==> src/rtl/apuf_pkg.sv <==
// apuf_pkg: shared definitions for the arbiter-PUF response collector.
//   state_t    : collector FSM states
//   LFSR_TAPS  : Galois mask for x^64 + x^63 + x^61 + x^60 + 1 (right-shift form)
//   lfsr_next  : one Galois LFSR step, used to walk the challenge sequence
package apuf_pkg;

  localparam int          LFSR_W    = 64;
  localparam logic [63:0] LFSR_TAPS = 64'hD800_0000_0000_0000;

  typedef enum logic [2:0] {
    ST_IDLE,
    ST_CLEAR,
    ST_LAUNCH,
    ST_SETTLE,
    ST_SAMPLE,
    ST_DECIDE,
    ST_DONE
  } state_t;

  // Shift right; the bit falling out of the LSB folds back through the taps.
  function automatic logic [LFSR_W-1:0] lfsr_next(input logic [LFSR_W-1:0] chal);
    return {1'b0, chal[LFSR_W-1:1]} ^ (chal[0] ? LFSR_TAPS : '0);
  endfunction

endpackage

==> src/rtl/apuf_sync2.sv <==
// apuf_sync2: two-flop synchronizer for the asynchronous arbiter output.
//   clk : destination clock
//   rst : asynchronous active-low reset, clears both flops to 0
//   d   : asynchronous input
//   q   : synchronized output (two clk cycles of latency)
module apuf_sync2 (
  input  logic clk,
  input  logic rst,
  input  logic d,
  output logic q
);

  logic meta;

  always_ff @(posedge clk or negedge rst) begin
    if (!rst) begin
      meta <= 1'b0;
      q    <= 1'b0;
    end else begin
      meta <= d;
      q    <= meta;
    end
  end

endmodule

==> src/rtl/apuf_response_collector.sv <==
// apuf_response_collector: repeatedly evaluates one arbiter-PUF stage, majority
// votes NVOTE evaluations per bit and packs RESP_W voted bits into a response.
//   clk, rst        : clock, asynchronous active-low reset
//   start, seed     : begin a collection from challenge seed (0 becomes 1)
//   busy            : high outside IDLE
//   challenge       : delay-chain select bits for the current response bit
//   launch          : one-cycle pulse into both chain inputs
//   arb_rst         : arbiter preset request
//   arb_q           : arbiter flop output, asynchronous to clk
//   resp_valid/ready: response handshake
//   resp_data       : voted response, bit k from the k-th challenge
//   resp_unstable   : bit k set when its votes were not unanimous
module apuf_response_collector
  import apuf_pkg::*;
#(
  parameter int CHAL_W = 64,
  parameter int RESP_W = 32,
  parameter int NVOTE  = 5,
  parameter int SETTLE = 8
) (
  input  logic              clk,
  input  logic              rst,
  input  logic              start,
  input  logic [CHAL_W-1:0] seed,
  output logic              busy,
  output logic [CHAL_W-1:0] challenge,
  output logic              launch,
  output logic              arb_rst,
  input  logic              arb_q,
  output logic              resp_valid,
  input  logic              resp_ready,
  output logic [RESP_W-1:0] resp_data,
  output logic [RESP_W-1:0] resp_unstable
);

  localparam int BIT_W  = (RESP_W > 1) ? $clog2(RESP_W) : 1;
  localparam int VOTE_W = (NVOTE  > 1) ? $clog2(NVOTE)  : 1;
  localparam int ONES_W = $clog2(NVOTE + 1);
  localparam int SET_W  = (SETTLE > 1) ? $clog2(SETTLE) : 1;

  state_t            state;
  logic [BIT_W-1:0]  bit_idx;
  logic [VOTE_W-1:0] vote_idx;
  logic [ONES_W-1:0] ones;
  logic [SET_W-1:0]  set_cnt;
  logic              arb_s;

  apuf_sync2 u_sync (
    .clk (clk),
    .rst (rst),
    .d   (arb_q),
    .q   (arb_s)
  );

  always_ff @(posedge clk or negedge rst) begin
    if (!rst) begin
      state         <= ST_IDLE;
      bit_idx       <= '0;
      vote_idx      <= '0;
      ones          <= '0;
      set_cnt       <= '0;
      challenge     <= '0;
      resp_data     <= '0;
      resp_unstable <= '0;
    end else begin
      unique case (state)
        ST_IDLE: if (start) begin
          challenge     <= (seed == '0) ? CHAL_W'(1) : seed;
          bit_idx       <= '0;
          vote_idx      <= '0;
          ones          <= '0;
          resp_data     <= '0;
          resp_unstable <= '0;
          state         <= ST_CLEAR;
        end
        ST_CLEAR:  state <= ST_LAUNCH;
        ST_LAUNCH: begin
          set_cnt <= '0;
          state   <= ST_SETTLE;
        end
        ST_SETTLE: begin
          if (set_cnt == SET_W'(SETTLE - 1)) state <= ST_SAMPLE;
          else                               set_cnt <= set_cnt + 1'b1;
        end
        ST_SAMPLE: begin
          ones <= ones + ONES_W'(arb_s);
          if (vote_idx == VOTE_W'(NVOTE - 1)) begin
            state <= ST_DECIDE;
          end else begin
            vote_idx <= vote_idx + 1'b1;
            state    <= ST_CLEAR;
          end
        end
        ST_DECIDE: begin
          resp_data[bit_idx]     <= (ones > ONES_W'(NVOTE / 2));
          resp_unstable[bit_idx] <= (ones != '0) && (ones != ONES_W'(NVOTE));
          challenge              <= lfsr_next(challenge);
          ones                   <= '0;
          vote_idx               <= '0;
          if (bit_idx == BIT_W'(RESP_W - 1)) begin
            state <= ST_DONE;
          end else begin
            bit_idx <= bit_idx + 1'b1;
            state   <= ST_CLEAR;
          end
        end
        ST_DONE: if (resp_ready) state <= ST_IDLE;
        default: state <= ST_IDLE;
      endcase
    end
  end

  // Arbiter is held in preset whenever no evaluation is in flight.
  always_comb begin
    busy       = (state != ST_IDLE);
    launch     = (state == ST_LAUNCH);
    resp_valid = (state == ST_DONE);
    arb_rst    = (state == ST_IDLE) || (state == ST_CLEAR) ||
                 (state == ST_DECIDE) || (state == ST_DONE);
  end

endmodule

==> config.mk <==
export PLATFORM = sky130hd
export DESIGN_NAME = apuf_response_collector
export DESIGN_NICKNAME = d
export VERILOG_FILES = /design/src/rtl/apuf_pkg.sv /design/src/rtl/apuf_sync2.sv /design/src/rtl/apuf_response_collector.sv
export SDC_FILE = /design/constraint.sdc
export NUM_CORES = 1
export LEC_CHECK = 0
export CAP_MARGIN = 20
export CORE_MARGIN = 3
export CORE_UTILIZATION = 35
export CTS_BUF_LIST = sky130_fd_sc_hd__clkbuf_4 sky130_fd_sc_hd__clkbuf_8 sky130_fd_sc_hd__clkbuf_16
export CTS_CLUSTER_DIAMETER = 30
export CTS_CLUSTER_SIZE = 12
export DETAILED_ROUTE_END_ITERATION = 10
export DONT_BUFFER_PORTS = 1
export SLEW_MARGIN = 40
export SYNTH_ARGS = -nofsm -noshare
export SYNTH_HDL_FRONTEND = slang
export SYNTH_SLANG_ARGS = --single-unit
==> constraint.sdc <==
create_clock -name clk -period 2.1 [get_ports clk]
set_input_delay 0.63 -clock clk [delete_from_list [all_inputs] [get_ports clk]]
set_output_delay 0.63 -clock clk [all_outputs]
set_load 0.05 [all_outputs]
# Yosys cells after proc, flatten, opt, wreduce, memory -nomap -nowiden

Cells that the tools add are included.

$add $sub $neg: 4
Multipliers: 0
Divide/modulo/power cells: 0
Order comparisons: 3
Equality and inequality tests: 16
Shifts and indexed selects: 0
Multiplexer cells: 26
Bitwise operators: 1
Reductions and logical operators: 18

Operators by type and width:

| kind                                                | number |
|---|---|
| two-way mux 64 bit                                  | 3 |
| case mux 32 bit (2 select lines)                    | 2 |
| case mux 64 bit (2 select lines)                    | 1 |
| bitwise mux 32 bit                                  | 2 |
| zero test 64 bit                                    | 1 |
| XOR 63 x 64 -> 64 bit                               | 1 |
| two-way mux 32 bit                                  | 1 |
| two-way mux 3 bit                                   | 8 |
| case mux 3 bit (7 select lines)                     | 1 |
| case mux 3 bit (3 select lines)                     | 2 |
| equality test 3 bit, second input constant          | 5 |
| two-way mux 5 bit                                   | 2 |
| != test 2 bit, second input constant                | 5 |
| case mux 5 bit (2 select lines)                     | 1 |
| AND reduction 3 bit                                 | 3 |
| nonzero test 3 bit                                  | 3 |
| adder 3 x 1 -> 3 bit, second input constant         | 2 |
| equality test 3 x 2 -> 1 bit, second input constant | 2 |
| < comparator 5 x 6 -> 1 bit, second input constant  | 1 |
| case mux 3 bit (2 select lines)                     | 1 |
| AND reduction 2 bit                                 | 3 |
| adder 5 x 1 -> 5 bit, second input constant         | 1 |
| demux 1 bit (select 5 bit)                          | 1 |
| equality test 5 bit, second input constant          | 1 |
| other kinds (11)                                    | 15 |

Bits in registers: 147
Bits in latches: 0
RAM bits: 0
Memory bits (read-only): 0
Input bits: 69
Output and inout bits: 132
Memories: 0

# Logic depth before layout (Yosys ltp)

Gate-level depths: netlist (run 1).

Word-level depth: 6
Depth in mapped cells: 7

# By module

Synthesis (run 1) repeated with hierarchy kept, for this count alone.

Cell total of the unflattened synthesis: 644
Area, all modules: 6820.3 sq um

By module, submodules not included:

| module                  | times used | cells an instance | area each (sq um) | seq. area each (sq um) |
|---|---|---|---|---|
| apuf_response_collector | 1          | 642               | 6770.2            | 3628.5 |
| apuf_sync2              | 1          | 2                 | 50.0              | 50.0 |

# Worst setup path after synthesis (run 1)

No wires, ideal clock.

Kind: register to output
From: register state[1]
To: output port launch
Arrival time: 1882 ps
Path slack: -412 ps
Stages on the path, launching flop included: 3
Cells stage by stage: dfrtp_1 clkbuf_1 nor3b_1

Word-level cells in the longest chain between the ends: 1

Ends and longest elaborated chain:

| element                      | line                           | source |
|---|---|---|
| start, declared              | apuf_response_collector.sv:41  | `state_t state;` |
| start signal, assigned       | apuf_response_collector.sv:57  | `state <= ST_IDLE;` |
| start signal, assigned       | apuf_response_collector.sv:74  | `state <= ST_CLEAR;` |
| start signal, assigned       | apuf_response_collector.sv:76  | `ST_CLEAR: state <= ST_LAUNCH;` |
| equality test 3 x 2 -> 1 bit | apuf_response_collector.sv:116 | `launch = (state == ST_LAUNCH);` |
| end, declared                | apuf_response_collector.sv:27  | `output logic launch,` |

Every way passes these cells.

# Final worst setup path (run 1)

From: register state[2]
To: output port busy

Word-level cells in the longest chain between the ends: 1

Ends and longest elaborated chain:

| element            | line                           | source |
|---|---|---|
| nonzero test 3 bit | apuf_response_collector.sv:115 | `busy = (state != ST_IDLE);` |
| end, declared      | apuf_response_collector.sv:25  | `output logic busy,` |

Every way passes these cells.

==> impl_metrics.toml, run 1 <==
[synth]
netlist_area_sq_mm = 0.00681
synth_cell_types = 38
yosysSeqAreaShare = 0.540
synthArstFlopShare = 1.00
ys.flop_type = "dfrtp_1"
synth_fp_nets = 722
syn_inst = 642
synth_edf_count = 0
syn_area_per_cell_sq_um = 10.6
synth_warnings = 0
ys_ff_latch = 147

[power_and_ir_drop]
power_leakage_uw = 0.00316
ir_drop_uv = 723
p_per_area_mw_per_mm2 = 1470
power_uw = 11600

[setup_path]
worst-setup-path-type = "flip-flop to output pin"
path_cells = "buf_6 > or3_4"
arrival_ns = 1.42
ff2ff_setup_slack_ns = 0.10
crit_path_max_fanout = 4
critPathTopFamily = "flip-flops"
cp-start-kind = "flip-flop"
worstPathRequired_ns = 1.47
crit_buf_inv = 1
critical_path.max_stage_delay_ns = 0.44
crit_path_end_kind = "output pin"
cp_slowest_cell = "dfrtp_2"

[detailed_routing]
wl_met3_mm = 1.08
route.layer.met1.wl_mm = 7.72
drt-initial-drc-count = 400
wl_mm = 18.6
drt_pass1_iterations = 6
ant_nets = 0
vias_per_cell = 5.55
routed.top_layer = "met4"
drc_errors = 0
vias = 5094
wl_per_cell_um = 20.2
dr_wl_met2_mm = 9.25

[finish]
regArea_sq_mm = 0.00368
final_net_count = 726
final_common_cell = "dfrtp_1"
diodes = 0
drive_above_1_share = 0.119
mostFrequentLayoutCells = "dfrtp_1 (144), nand2_1 (81), a22o_1 (69), mux2i_1 (60), o21ai_1 (51)"
area_delta_synth_final_pct = 16.1
fillers = 1815
multiInputGateArea_sq_mm = 0.00290

[timing]
slew-limit-headroom = 0.595
fin_hold_ws_ns = -0.0966
clock-skew-final_ns = 0.00936
setup_ws_ns = 0.0542
setup_viol = 0
finalCriticalPeriod_ns = 2.05
final_hold_viol_count = 147
tightest_slew_ns = 0.608
max_freq_ghz = 0.489
final.period_utilization = 0.974
drv_slew = 0

[floorplan]
die_w_um = 145
fp.dieH_um = 145
core_region_area_sq_mm = 0.0189
start_util = 0.360
rows = 50
dieArea_sq_mm = 0.0212
ios = 201

[run_status]
status = "complete, but fails checks"
violations = "hold timing"

[min_path]
min_path_type = "input port to async pin"

[clock_tree]
cts_made_buffers = 17
cts_num_sinks = 147
htree_levels = 4
clockBufferDepth = 2
clk_latency_ns = 0.42
cts_root_buffer = "clkbuf_16"
cts_tree = "yes"
path_clk_slew_ns = 0.06

[place]
post-place-ws_ns = -0.189
gp_congestion = 0.848
numPortBuffers = 0
hpwl_mm = 13.1

[flow_run]
cap_violations = 0

[grt]
grtUsageTotal = 0.174
antenna_found_initial = 0
grt-ovfl-total = 0
grt_pass1_vias = 5184
grt_max_degree = 148
grt_pass1_wl_mm = 29.8
-- power breakdown --
part,internal [uW],total [uW],switching (uW)
registers,3500,6560,3060
clock network,2030,3240,1210
logic,851,1840,984
total,6390,11600,5250
-- per-stage QoR --
stage / util / TNS [ns] / instances / area [sq um]
3_3_place_gp: 0.382 / -0.194 / 882 / 7220
4_1_cts: 0.417 / -0.00258 / 916 / 7880
6_report: 0.418 / 0 / 918 / 7900
5_1_grt: 0.418 / -0.0171 / 918 / 7900
2_1_floorplan: - / -1.02 / 642 / 6810
3_5_place_dp: 0.382 / -0.189 / 882 / 7220
-- registers in the layout, indices dropped and copies added, names as in the netlist --
name,cells
u_sync.q,1
state,3
challenge,64
set_cnt,3
ones,3
bit_idx,5
u_sync.meta,1
resp_unstable,32
vote_idx,3
resp_data,32
-- per-layer routing --
layer / GRT usage / vias up
li1: - / 2330
met1: 0.225 / 2546
met4: 0.0745 / 0
met3: 0.0424 / 35
met5: 0 / -
met2: 0.280 / 183
-- repair_timing --
item,in CTS,in global routing
endpoints found under the setup margin,4,3
buffers inserted,3,2
resized for setup,4,4
hold endpoints to repair,147,147
pin swaps,1,1
-- cell type report --
class / instances / share of cell area
clock inverters: 12 / 0.0228
repair buffers: 30 / 0.0432
well taps: 260 / 0.0412
clock buffers: 19 / 0.0565
flip-flops and latches: 147 / 0.466
multi-input cells: 443 / 0.367
inverters: 7 / 0.00333
-- worst paths after layout --
kind / from / end / cells after the start
setup / recovery: state[2] / busy / 2
hold / removal: rst / resp_unstable[20] / 0
setup reg to reg: bit_idx[1] / bit_idx[3] / 7
hold reg to reg: u_sync.meta / u_sync.q / 0
max in group asynchronous: rst / challenge[63] / 0
min in group clk: arb_q / u_sync.meta / 0
-- synthesized netlist by cell type, types with 5 or more instances --
cell	instances	share of area
o21ai_0	23	0.017
a21oi_1	36	0.026
a22o_1	69	0.089
nand4_1	5	0.0046
buf_6	5	0.0083
nand2b_1	8	0.0074
clkbuf_1	22	0.012
nor3_1	5	0.0037
inv_1	7	0.0039
nor4_1	16	0.015
o21ai_1	51	0.037
nor2_1	41	0.023
ha_1	11	0.020
dfrtp_1	147	0.54
nand2_1	81	0.045
mux2i_1	60	0.088
buf_2	13	0.0096
-- cells by family after synthesis --
group / share of synthesized area
AOI/OAI and AO/OA: 0.178
DFF: 0.540
buffers and inverters: 0.0382
and+or+nand+nor: 0.121
adders and majority gates: 0.0202
muxes: 0.0915
xor gates and xnor gates: 0.0103
(Power assumes the default switching activity.)
==> inputs of run 2 (changes only) <==
--- a/config.mk
+++ b/config.mk
@@ -13,6 +13,7 @@
 export CTS_CLUSTER_SIZE = 12
 export DETAILED_ROUTE_END_ITERATION = 10
 export DONT_BUFFER_PORTS = 1
+export REMOVE_ABC_BUFFERS = 1
 export SLEW_MARGIN = 40
 export SYNTH_ARGS = -nofsm -noshare
 export SYNTH_HDL_FRONTEND = slang
==> impl_metrics.toml, run 2 (synthesized netlist as in run 1, its figures left out) <==
[run_status]
status = "complete, but fails checks"
violations = "hold timing"

[detailed_routing]
wl_per_cell_um = 20.0
drc_errors = 0
drt_pass1_iterations = 4
vias = 5099
drt-initial-drc-count = 208
vias_per_cell = 5.48
wl_mm = 18.6
ant_nets = 0

[setup_path]
worst-setup-path-type = "flip-flop to output pin"
crit_path_end_kind = "output pin"
ff2ff_setup_slack_ns = 0.14
worstPathRequired_ns = 1.47
crit_path_max_fanout = 11
cp-start-kind = "flip-flop"
arrival_ns = 1.41

[clock_tree]
clockBufferDepth = 2
path_clk_slew_ns = 0.06
cts_tree = "yes"
cts_made_buffers = 17
cts_num_sinks = 147
clk_latency_ns = 0.42
htree_levels = 4
cts_root_buffer = "clkbuf_16"

[finish]
final_common_cell = "dfrtp_1"
largest_register = "challenge"
drive_above_1_share = 0.134
multiInputGateArea_sq_mm = 0.00291
area_delta_synth_final_pct = 16.9
regArea_sq_mm = 0.00368
diodes = 0
final_util = 0.421
largest_reg_flops = 64
mostFrequentLayoutCells = "dfrtp_1 (145), nand2_1 (81), a22o_1 (69), mux2i_1 (60), o21ai_1 (51)"
final_net_count = 737
top_regs = "challenge (64), resp_data (32), resp_unstable (32)"
fillers = 1836

[timing]
finalCriticalPeriod_ns = 2.04
setup_ws_ns = 0.0586
max_freq_ghz = 0.490
clock-skew-final_ns = 0.0135
final.period_utilization = 0.972
rsz0062_at_grt = "true"
fin_hold_ws_ns = -0.0974
drv_slew = 0
final_hold_viol_count = 147
slew-limit-headroom = 0.603
setup_viol = 0
tightest_slew_ns = 0.596

[floorplan]
die_w_um = 145
dieArea_sq_mm = 0.0212
ios = 201
core_region_area_sq_mm = 0.0189
fp.dieH_um = 145
rows = 50
start_util = 0.360

[power_and_ir_drop]
p_per_area_mw_per_mm2 = 1450
power_leakage_uw = 0.00320
ir_drop_uv = 747

[min_path]
min_path_type = "input port to async pin"

[grt]
antenna_found_initial = 0
grt_max_degree = 148
grt_pass1_wl_mm = 29.8
grt_pass1_vias = 5247
grtUsageTotal = 0.175
grt-ovfl-total = 0

[place]
numPortBuffers = 0
gp_congestion = 0.830
hpwl_mm = 13.4
post-place-ws_ns = -0.315

[flow_run]
cap_violations = 0
[run 2: cell types whose count changed in the layout (fill, tap and decap cells not counted), sizes merged]
cell,before,now
buf,30,41
bufinv,4,1
clkinv,4,5
inv,9,11
clkbuf,19,21
clkinvlp,2,1
[run 2: critical path: stages (launching register included)]
cell and delay [ns]:
dfrtp_2 0.45, buf_4 0.19, nor3b_2 0.18, buf_6 0.18
[run 2: repair_timing]
item,in CTS,in global routing
pin swaps,0,1
endpoints found under the setup margin,2,4
hold endpoints to repair,147,147
setup buffers,1,3
resized for setup,4,8
[run 2: worst paths after layout]
kind / startpoint / to / cells past startpoint
max: state[2] / launch / 3
min: rst / resp_data[7] / 0
max reg2reg: state[0] / challenge[47] / 6
min reg2reg: u_sync.meta / u_sync.q / 0
max in group asynchronous: rst / resp_unstable[30] / 0
min in group clk: arb_q / u_sync.meta / 0
[run 2: power breakdown]
part           internal, uW  total [uW]  switching [uW]
combinational           912        1920            1010
sequential             3500        6540            3040
clock                  1780        3040            1260
[run 2: metal layers]
| metal | vias up | global-route usage | share of wire |
|---|---|---|---|
| li1 | 2349 | - | - |
| met3 | 11 | 0.0698 | 0.089 |
| met5 | - | 0 | 0 |
| met2 | 217 | 0.292 | 0.50 |
| met4 | 0 | 0.0361 | 0.0089 |
| met1 | 2522 | 0.217 | 0.41 |
[run 2: per-stage QoR]
| step | TNS [ns] | total power [uW] | area [sq um] | cells |
|---|---|---|---|---|
| after floorplan | -395.90 | 7680 | 6570 | 597 |
| after global placement | -0.293 | 8330 | 7290 | 894 |
| after detailed placement | -0.315 | 8460 | 7290 | 894 |
| after CTS | 0 | 11500 | 7910 | 927 |
| after global routing | -0.00741 | 12100 | 7960 | 930 |
| final | 0 | 11500 | 7960 | 930 |
[run 2: final cells by class]
| type | instances | share of cell area |
|---|---|---|
| flip-flops and latches | 147 | 0.462 |
| well taps | 260 | 0.0409 |
| inverters | 7 | 0.00330 |
| clock inverters | 11 | 0.0146 |
| multi-input cells | 443 | 0.365 |
| repair buffers | 41 | 0.0531 |
| clock buffers | 21 | 0.0604 |
